<file path="src/rtl/sdram_sched_pkg.sv">
// sdram_sched_pkg: state encoding, default address width and grant constants for the SDRAM burst scheduler
package sdram_sched_pkg;
  localparam int ADDR_W = 24;
  localparam logic GRANT_WR = 1'b0;
  localparam logic GRANT_RD = 1'b1;
  typedef enum logic [2:0] {IDLE, WR_REQ, WR_WAIT, RD_REQ, RD_WAIT, GUARD} state_t;
endpackage

</file>
<file path="src/rtl/sdram_addr_ptr.sv">
// sdram_addr_ptr: circular word pointer over [ADDR_BEG, ADDR_END], advanced by one burst length
module sdram_addr_ptr #(
  parameter int ADDR_W = 24,
  parameter logic [ADDR_W-1:0] ADDR_BEG = 24'd0,
  parameter logic [ADDR_W-1:0] ADDR_END = 24'd1023
) (
  input  logic              clk,
  input  logic              rst_n,
  input  logic              advance,
  input  logic [9:0]        step,
  output logic [ADDR_W-1:0] ptr
);
  logic [ADDR_W:0] sum;
  assign sum = {1'b0, ptr} + (ADDR_W+1)'(step);
  always_ff @(posedge clk or negedge rst_n)
    if (!rst_n) ptr <= ADDR_BEG;
    else if (advance) ptr <= (sum > {1'b0, ADDR_END}) ? ADDR_BEG : sum[ADDR_W-1:0];
endmodule

</file>
<file path="src/rtl/sdram_burst_sched.sv">
// sdram_burst_sched: round-robin write/read burst scheduler between FIFO levels and the SDRAM controller
module sdram_burst_sched #(
  parameter int ADDR_W = sdram_sched_pkg::ADDR_W,
  parameter logic [ADDR_W-1:0] ADDR_BEG = 24'd0,
  parameter logic [ADDR_W-1:0] ADDR_END = 24'd1023,
  parameter logic [9:0] RD_FIFO_DEP = 10'd1023,
  parameter logic [3:0] GUARD_CYC = 4'd4
) (
  input  logic              clk,
  input  logic              rst_n,
  input  logic [9:0]        burst_len,
  input  logic [9:0]        wr_fifo_cnt,
  input  logic [9:0]        rd_fifo_cnt,
  input  logic              rd_enable,
  output logic              sdram_wr_req,
  output logic [ADDR_W-1:0] sdram_wr_addr,
  input  logic              sdram_wr_ack,
  input  logic              sdram_wr_end,
  output logic              sdram_rd_req,
  output logic [ADDR_W-1:0] sdram_rd_addr,
  input  logic              sdram_rd_ack,
  input  logic              sdram_rd_end,
  output logic [ADDR_W:0]   stored_cnt,
  output logic              busy
);
  import sdram_sched_pkg::*;
  localparam int AW1 = ADDR_W + 1;
  localparam int AW2 = ADDR_W + 2;
  localparam logic [ADDR_W:0] REGION = AW1'(ADDR_END) - AW1'(ADDR_BEG) + AW1'(1);
  state_t state, state_nx;
  logic last_grant, last_grant_nx;
  logic [9:0] blen_q, blen_nx;
  logic [3:0] gcnt, gcnt_nx;
  logic [ADDR_W:0] stored_nx;
  logic [ADDR_W+1:0] wr_sum, inc_sum;
  logic wr_ok, rd_ok, grant_wr, grant_rd, wr_adv, rd_adv;
  // Eligibility uses the live burst_len; the granted length is frozen in blen_q
  assign wr_sum = {1'b0, stored_cnt} + AW2'(burst_len);
  assign wr_ok = (burst_len != '0) && (wr_fifo_cnt >= burst_len) && (wr_sum <= {1'b0, REGION});
  assign rd_ok = (burst_len != '0) && rd_enable && (stored_cnt >= AW1'(burst_len))
              && (AW1'(rd_fifo_cnt) + AW1'(burst_len) <= AW1'(RD_FIFO_DEP));
  assign grant_wr = wr_ok && (!rd_ok || last_grant == GRANT_RD);
  assign grant_rd = rd_ok && !grant_wr;
  always_comb begin
    state_nx = state;
    last_grant_nx = last_grant;
    blen_nx = blen_q;
    gcnt_nx = '0;
    wr_adv = 1'b0;
    rd_adv = 1'b0;
    case (state)
      IDLE: begin
        state_nx = grant_wr ? WR_REQ : grant_rd ? RD_REQ : IDLE;
        last_grant_nx = grant_wr ? GRANT_WR : grant_rd ? GRANT_RD : last_grant;
        blen_nx = (grant_wr || grant_rd) ? burst_len : blen_q;
      end
      WR_REQ: begin
        state_nx = !sdram_wr_ack ? WR_REQ : sdram_wr_end ? GUARD : WR_WAIT;
        wr_adv = sdram_wr_ack && sdram_wr_end;
      end
      WR_WAIT: begin
        state_nx = sdram_wr_end ? GUARD : WR_WAIT;
        wr_adv = sdram_wr_end;
      end
      RD_REQ: begin
        state_nx = !sdram_rd_ack ? RD_REQ : sdram_rd_end ? GUARD : RD_WAIT;
        rd_adv = sdram_rd_ack && sdram_rd_end;
      end
      RD_WAIT: begin
        state_nx = sdram_rd_end ? GUARD : RD_WAIT;
        rd_adv = sdram_rd_end;
      end
      GUARD: begin
        state_nx = (gcnt + 4'd1 >= GUARD_CYC) ? IDLE : GUARD;
        gcnt_nx = (gcnt + 4'd1 >= GUARD_CYC) ? '0 : gcnt + 4'd1;
      end
      default: state_nx = IDLE;
    endcase
  end
  // Saturation at both ends only guards against a misbehaving controller
  assign inc_sum = {1'b0, stored_cnt} + AW2'(blen_q);
  assign stored_nx = wr_adv ? ((inc_sum > {1'b0, REGION}) ? REGION : inc_sum[ADDR_W:0])
                   : rd_adv ? ((stored_cnt >= AW1'(blen_q)) ? stored_cnt - AW1'(blen_q) : '0)
                   : stored_cnt;
  always_ff @(posedge clk or negedge rst_n)
    if (!rst_n) begin
      state <= IDLE;
      last_grant <= GRANT_RD;
      blen_q <= '0;
      gcnt <= '0;
      stored_cnt <= '0;
    end else begin
      state <= state_nx;
      last_grant <= last_grant_nx;
      blen_q <= blen_nx;
      gcnt <= gcnt_nx;
      stored_cnt <= stored_nx;
    end
  sdram_addr_ptr #(.ADDR_W(ADDR_W), .ADDR_BEG(ADDR_BEG), .ADDR_END(ADDR_END)) u_wr_ptr (
    .clk(clk), .rst_n(rst_n), .advance(wr_adv), .step(blen_q), .ptr(sdram_wr_addr)
  );
  sdram_addr_ptr #(.ADDR_W(ADDR_W), .ADDR_BEG(ADDR_BEG), .ADDR_END(ADDR_END)) u_rd_ptr (
    .clk(clk), .rst_n(rst_n), .advance(rd_adv), .step(blen_q), .ptr(sdram_rd_addr)
  );
  assign sdram_wr_req = (state == WR_REQ);
  assign sdram_rd_req = (state == RD_REQ);
  assign busy = (state != IDLE);
endmodule

</file>
<file path="config.mk">
export PLATFORM = sky130hd
export DESIGN_NAME = sdram_burst_sched
export DESIGN_NICKNAME = d
export VERILOG_FILES = /design/src/rtl/sdram_sched_pkg.sv /design/src/rtl/sdram_addr_ptr.sv /design/src/rtl/sdram_burst_sched.sv
export SDC_FILE = /design/constraint.sdc
export NUM_CORES = 1
export LEC_CHECK = 0
export ABC_CLOCK_PERIOD_IN_PS = 3700
export BUFFER_PORTS_ARGS = -buffer_cell sky130_fd_sc_hd__buf_2
export CAP_MARGIN = 20
export CORE_AREA = 4 4 129 143
export CTS_CLUSTER_SIZE = 25
export DETAILED_ROUTE_END_ITERATION = 10
export DIE_AREA = 0 0 133 147
export GPL_TIMING_DRIVEN = 0
export PLACE_DENSITY = 0.71
export SYNTH_ARGS = -nofsm -noshare
export SYNTH_HDL_FRONTEND = slang
export SYNTH_SLANG_ARGS = --single-unit
</file>
<file path="constraint.sdc">
create_clock -name clk -period 3.7 [get_ports clk]
set_input_delay 0.185 -clock clk [delete_from_list [all_inputs] [get_ports clk]]
set_output_delay 0.185 -clock clk [all_outputs]
set_load 0.02 [all_outputs]
</file>
Word level (Yosys, flattened, before mapping)
Cells that the tools add are included.
{ "totals": {"out_inout_bits": 76, "romBits": 0, "memories": 0, "ram_bits": 0, "elab_cells": 68, "ff_bits": 91, "latch_bits": 0} }
{ "op_classes": {"n_eq_ne": 5, "n_mux": 20, "reduce_logical": 20, "shifts": 0, "addsub": 7, "multipliers": 0, "order_cmp": 9, "bitwise_logic": 0, "n_div": 0} }
{ "op_table": {"columns": ["operator", "n"], "rows": [
  ["2-to-1 mux 25 bit", 4],
  ["adder 25 x 10 -> 26 bit", 2],
  ["adder 24 x 10 -> 25 bit", 2],
  ["greater-or-equal comparator 25 x 10 -> 1 bit", 2],
  ["> comparator 25 x 10 -> 1 bit (second input constant)", 2],
  ["2-to-1 mux 24 bit", 2],
  ["> comparator 26 x 11 -> 1 bit (second input constant)", 1],
  ["less-or-equal comparator 26 x 11 -> 1 bit (second input constant)", 1],
  ["subtractor 25 x 10 -> 25 bit", 1],
  ["one-hot mux 3 bit (6 select lines)", 1],
  ["2-to-1 mux 3 bit", 4],
  ["adder 10 x 10 -> 11 bit", 1],
  ["less-or-equal comparator 11 x 10 -> 1 bit (second input constant)", 1],
  ["greater-or-equal comparator 10 bit", 1],
  ["nonzero test 10 bit", 1],
  ["logical AND 1 bit", 9],
  ["2-to-1 mux 4 bit", 2],
  ["equality test 3 x 2 -> 1 bit (second input constant)", 2],
  ["equality test 3 bit (second input constant)", 2],
  ["adder 4 x 1 -> 4 bit (second input constant)", 1],
  ["greater-or-equal comparator 4 x 3 -> 1 bit (second input constant)", 1],
  ["2-to-1 mux 2 bit", 2],
  ["one-hot mux 1 bit (2 select lines)", 2],
  ["AND reduction 2 bit", 2],
  ["7 further kinds", 12]
]} }

Longest topological paths before layout
{ "logic_depth": {"depth_word": 12, "mapped_depth": 14, "mapped_depth_nobuf": 13} }

Cells and area by module
Synthesis repeated with hierarchy kept, for this count alone.
{ "unflattened": {"cells_unflattened": 1021, "area_unflattened_um2": 8543.2} }
{ "by_module_without_submodules": {"columns": ["module", "area_each_um2", "seq_area_each_um2", "instances", "cells_each"], "rows": [
  ["sdram_burst_sched", 5142.4, 1077.3, 1, 661],
  ["sdram_addr_ptr", 1700.4, 600.6, 2, 180]
]} }

Least setup slack after synthesis
No wires, ideal clock.
{ "synth_path": {"kind": "reg2reg", "start": "register u_rd_ptr.ptr[0]", "end": "register u_rd_ptr.ptr[2]", "n_path_buf": 1, "stages_incl_launch_ff": 13, "t_arrival_ns": 3.082, "path_slack_ns": 0.526, "setup_time_ns": 0.092, "cell_sequence": "dfrtp_1 > ha_1 > fa_1 > a211oi_1 > o21a_1 > o21ai_1 > a21oi_4 > nor3_1 > o41ai_2 > o21ai_1 > or4_1 > buf_2 > o31ai_2"} }
{ "synth_via": {"elab_chain_cells": 3} }
{ "synth_lines": {"columns": ["item", "line", "source"], "rows": [
  ["start: declaration", "sdram_addr_ptr.sv:11", "output logic [ADDR_W-1:0] ptr"],
  ["start signal: assignment", "sdram_addr_ptr.sv:17", "else if (advance) ptr <= (sum > {1'b0, ADDR_END}) ? ADDR_BEG : sum[ADDR_W-1:0];"],
  ["adder 24 x 10 -> 25 bit (*)", "sdram_addr_ptr.sv:14", "assign sum = {1'b0, ptr} + (ADDR_W+1)'(step);"],
  ["> comparator 25 x 10 -> 1 bit", "sdram_addr_ptr.sv:17", null],
  ["2-to-1 mux 24 bit (*)", "sdram_addr_ptr.sv:17", null]
]} }
Every way passes the cells marked *; elsewhere a longest branch is shown, timed or not.
A chain may end at the register's enable or synchronous reset.

Final worst setup path
{ "layout_path": {"start": "register stored_cnt[1]", "end": "register blen_q[3]"} }
{ "layout_via": {"elab_chain_cells": 10, "word_cells_on_any_way": 13, "cone_classes": "add/sub: 1; order compare: 2; reduce/logical: 10"} }
{ "layout_lines": {"columns": ["item", "line", "source"], "rows": [
  ["start: declaration", "sdram_burst_sched.sv:23", "output logic [ADDR_W:0] stored_cnt,"],
  ["start signal: assignment", "sdram_burst_sched.sv:97", "stored_cnt <= stored_nx;"],
  ["branches (longest 8 deep; another with adder 25 x 10 -> 26 bit)", null, null],
  ["logical OR 1 bit (*)", "sdram_burst_sched.sv:55", "blen_nx = (grant_wr || grant_rd) ? burst_len : blen_q;"],
  ["AND reduction 2 bit (no line) (*)", null, null],
  ["end signal: assignment", "sdram_burst_sched.sv:95", "blen_q <= blen_nx;"],
  ["end: declaration", "sdram_burst_sched.sv:32", "logic [9:0] blen_q, blen_nx;"]
]} }
Mark *: on every way between the ends.

==> run metrics <==
wire length per cell 18.2 um; clk_lat worst skew 360 ps; initial core utilization 0.491; VDD IR max roughly 440 uV; setup tns final 0 ps; CTS tree built; Netlist cell types 89; critical path peak fanout 10; Worst path max stage delay 520 ps; Int Pwr 4.12 mW; fin crit share 0.974; clk_skew about 11 ps; Clock transition at path regs 70 ps; final slew viol count 0; layout cells sized above 1 0.173; Die Area 19600 sq um; CTS Sinks 91; Syn Area/Cell 8.36 sq um; RSZ-0062 raised after global routing no; post-place setup slack -11.0 ps; Max Cap Viol 0; static leakage 4.49 nW; Hold Path Class in2reg; Root Driver clkbuf_16; WP buf/inv 1; wirelength, routed around 25000 um; Die X roughly 130 um; dpl hpwl 19200 um; # IOs 113; total CTS buffers 9; count of flip-flops with a built-in enable after synthesis 0; commonest non-fill, non-tap cell in the layout buf_2; final hold violation count 0; Setup WS post-layout 96.3 ps; vias per cell 5.89; Post-Syn Area 8320 sq um; antenna cell count 0; Setup CP Type reg2reg; largest net degree at the start of global routing 51; leading register cell type out of synthesis dfrtp_1; Sw Ratio 0.527; first-pass GRT wire length 39900 um; Synth Area in Simple Gates 0.245; CP Cell Sequence ha_1 > nor2b_1 > o311ai_0 > o21ai_0 > o31ai_1 > mux2i_1 > o21ai_0 > a31oi_2 > buf_6 > mux2i_1; Overall Global Routing Usage 0.250; GRT Residual Overflow 0; Sw Pwr 4.59 mW; Max-slew headroom 0.353; # setup viols final 0; P&R area growth vs syn 15.6%; Worst path slowest cell o31ai_1; Synthesis Warnings 0; Post-Synth XOR/XNOR Area 0.0442; Total Power 8.71 mW; Layout Nets 1250; initial drt markers around 560; Cells after DPL 1344; ys async rst share 1.00; Core Region 17000 sq um; Worst Path Required 3980 ps; Reg power frac 0.194; CP Data Arrival Time 3890 ps; area share of fa/ha/maj cells after synthesis 0.135; Crit. End Element register; Die H between 100 and 150 um; Compound-Gate Fraction of Synth Area 0.228; Clk network pwr share 0.115; startpoint types register; PortBufs 112; Seq/Total Area, Yosys 0.274; vias in the first global route 7706; crit-path leading delay family compound AO/OA/AOI/OAI gates; status completed; number of iterations in the first detailed-routing pass 5; post-route ant nets 0; H-tree Lvls 3; PwrDens around 900 nW/um^2; Combinational Power Share 0.691; post-synthesis mux area share 0.0245; post-route minimum period between 3000 and 4000 ps; GPL Wtd Cong 0.944; Non-Filler Instances 1366; Peak Freq approximately 280 MHz; via count 8050; Post-Syn Instances 996; drt drc 0; antenna violations before repair 0; commonest non-fill, non-tap cells in the layout 120 x buf_2, 89 x dfrtp_1, 80 x ha_1, 77 x nor2_1, 75 x nand2_1; hold slack ~90 ps; largest family of logic cells by synthesized area simple AND/OR/NAND/NOR gates; Seq cells post-synth just over 90; # rows 50; Max clock buf depth 2; worst-margin pin slew 967 ps
==> worst min-delay path: cells and delay by family <==
kind / cells / cell delay, ps
AO/OA/AOI/OAI: 1 / 60
AND/OR/NAND/NOR: 1 / 60
buffers and inverters: 1 / 110
==> cells by family (layout without fill, tap and decap cells) <==
kind of cell	Yosys count	after routing
AO/OA/AOI/OAI	276	276
XOR/XNOR	42	42
adder cells (fa/ha/maj)	86	86
buffers and inverters	100	235
flip-flops	91	91
multiplexers	20	20
other	1	2
AND/OR/NAND/NOR	380	380
==> path summary, 6_finish.rpt <==
kind	startpoint	to	slack [ps]	cells after the start
max in group asynchronous	rst_n	last_grant	2620	3
worst max register to register	stored_cnt[1]	blen_q[3]	100	10
worst max-delay path	stored_cnt[1]	blen_q[3]	100	10
min in group asynchronous	rst_n	blen_q[0]	370	2
worst min-delay path	sdram_rd_end	state[0]	90	3
worst min register to register	gcnt[0]	gcnt[0]	470	1
==> per-layer routing <==
layer,global-route usage,part of all wire,vias up
met5,0,0,-
met4,0.110,0.035,0
met3,0.0295,0.047,58
met2,0.407,0.47,246
met1,0.336,0.45,3836
li1,-,-,3910
==> sequential cells by signal, indices dropped and copies added, names as in the netlist <==
register,cells
stored_cnt,25
state,3
u_wr_ptr.ptr,24
gcnt,4
last_grant,1
u_rd_ptr.ptr,24
blen_q,10
==> per-stage QoR <==
stage | instance area [sq um] | util
floorplan | 8330 | -
global placement | 9180 | 0.541
detailed placement | 9210 | 0.543
CTS | 9540 | 0.563
global route | 9630 | 0.568
finish | 9630 | 0.568
==> power by group through the flow <==
stage               combinational, mW  clock, mW  sequential [mW]
floorplan                        4.19          0             1.81
global placement                 5.74          0             1.69
detailed placement               5.80          0             1.70
CTS                              5.85       1.01             1.68
global route                     6.61       1.05             1.73
finish                           6.02       1.00             1.69
==> cell usage after synthesis (3+ instances only) <==
master / number / area, sq um
a211o_1: 4 / 35.0
a211oi_1: 8 / 60.1
a21o_1: 15 / 113
a21oi_1: 61 / 305
a221oi_1: 8 / 70.1
a31oi_1: 9 / 56.3
and2_1: 36 / 225
and3_1: 12 / 75.1
and4_1: 6 / 52.6
buf_2: 9 / 45.0
clkbuf_1: 31 / 116
dfrtp_1: 90 / 2250
fa_1: 6 / 120
ha_1: 80 / 1000
inv_1: 55 / 206
mux2i_1: 17 / 170
nand2_1: 75 / 282
nand2b_1: 11 / 68.8
nand3_1: 28 / 140
nand3b_1: 4 / 30.0
nand4_1: 18 / 113
nor2_1: 77 / 289
nor2b_1: 18 / 113
nor3_1: 33 / 165
nor3b_1: 7 / 52.6
nor4_1: 12 / 75.1
o2111ai_1: 4 / 35.0
o211ai_1: 8 / 60.1
o21a_1: 7 / 52.6
o21ai_0: 66 / 330
o21ai_1: 13 / 65.1
o21bai_1: 6 / 45.0
o221ai_1: 3 / 26.3
o22ai_1: 3 / 18.8
o31ai_1: 13 / 97.6
o31ai_2: 12 / 150
o32a_1: 3 / 30.0
or2_2: 5 / 31.3
or3_1: 12 / 75.1
or4_1: 8 / 60.1
xnor2_1: 28 / 245
xor2_1: 14 / 123
==> what timing repair did <==
| action | 4_1_cts | 5_1_grt |
|---|---|---|
| endpoints found under the setup margin | 11 | 52 |
| resized for setup | 2 | 11 |
| endpoints found under the hold margin | 41 | 0 |
| hold buffers | 1 | 0 |
| setup buffers | 0 | 5 |
| cloned | 0 | 0 |
| pin swaps | 0 | 5 |
==> final cells by class <==
| class | count | area (sq um) |
|---|---|---|
| Tap cell | 234 | 293 |
| Clock buffer | 10 | 239 |
| Buffer | 44 | 195 |
| Sequential cell | 91 | 2280 |
| Multi-Input combinational cell | 806 | 5700 |
| Timing Repair Buffer | 119 | 638 |
| Fill cell | 1599 | 7330 |
| Clock inverter | 6 | 71.3 |
| Inverter | 56 | 210 |
Power figures use the tool's default switching activity.
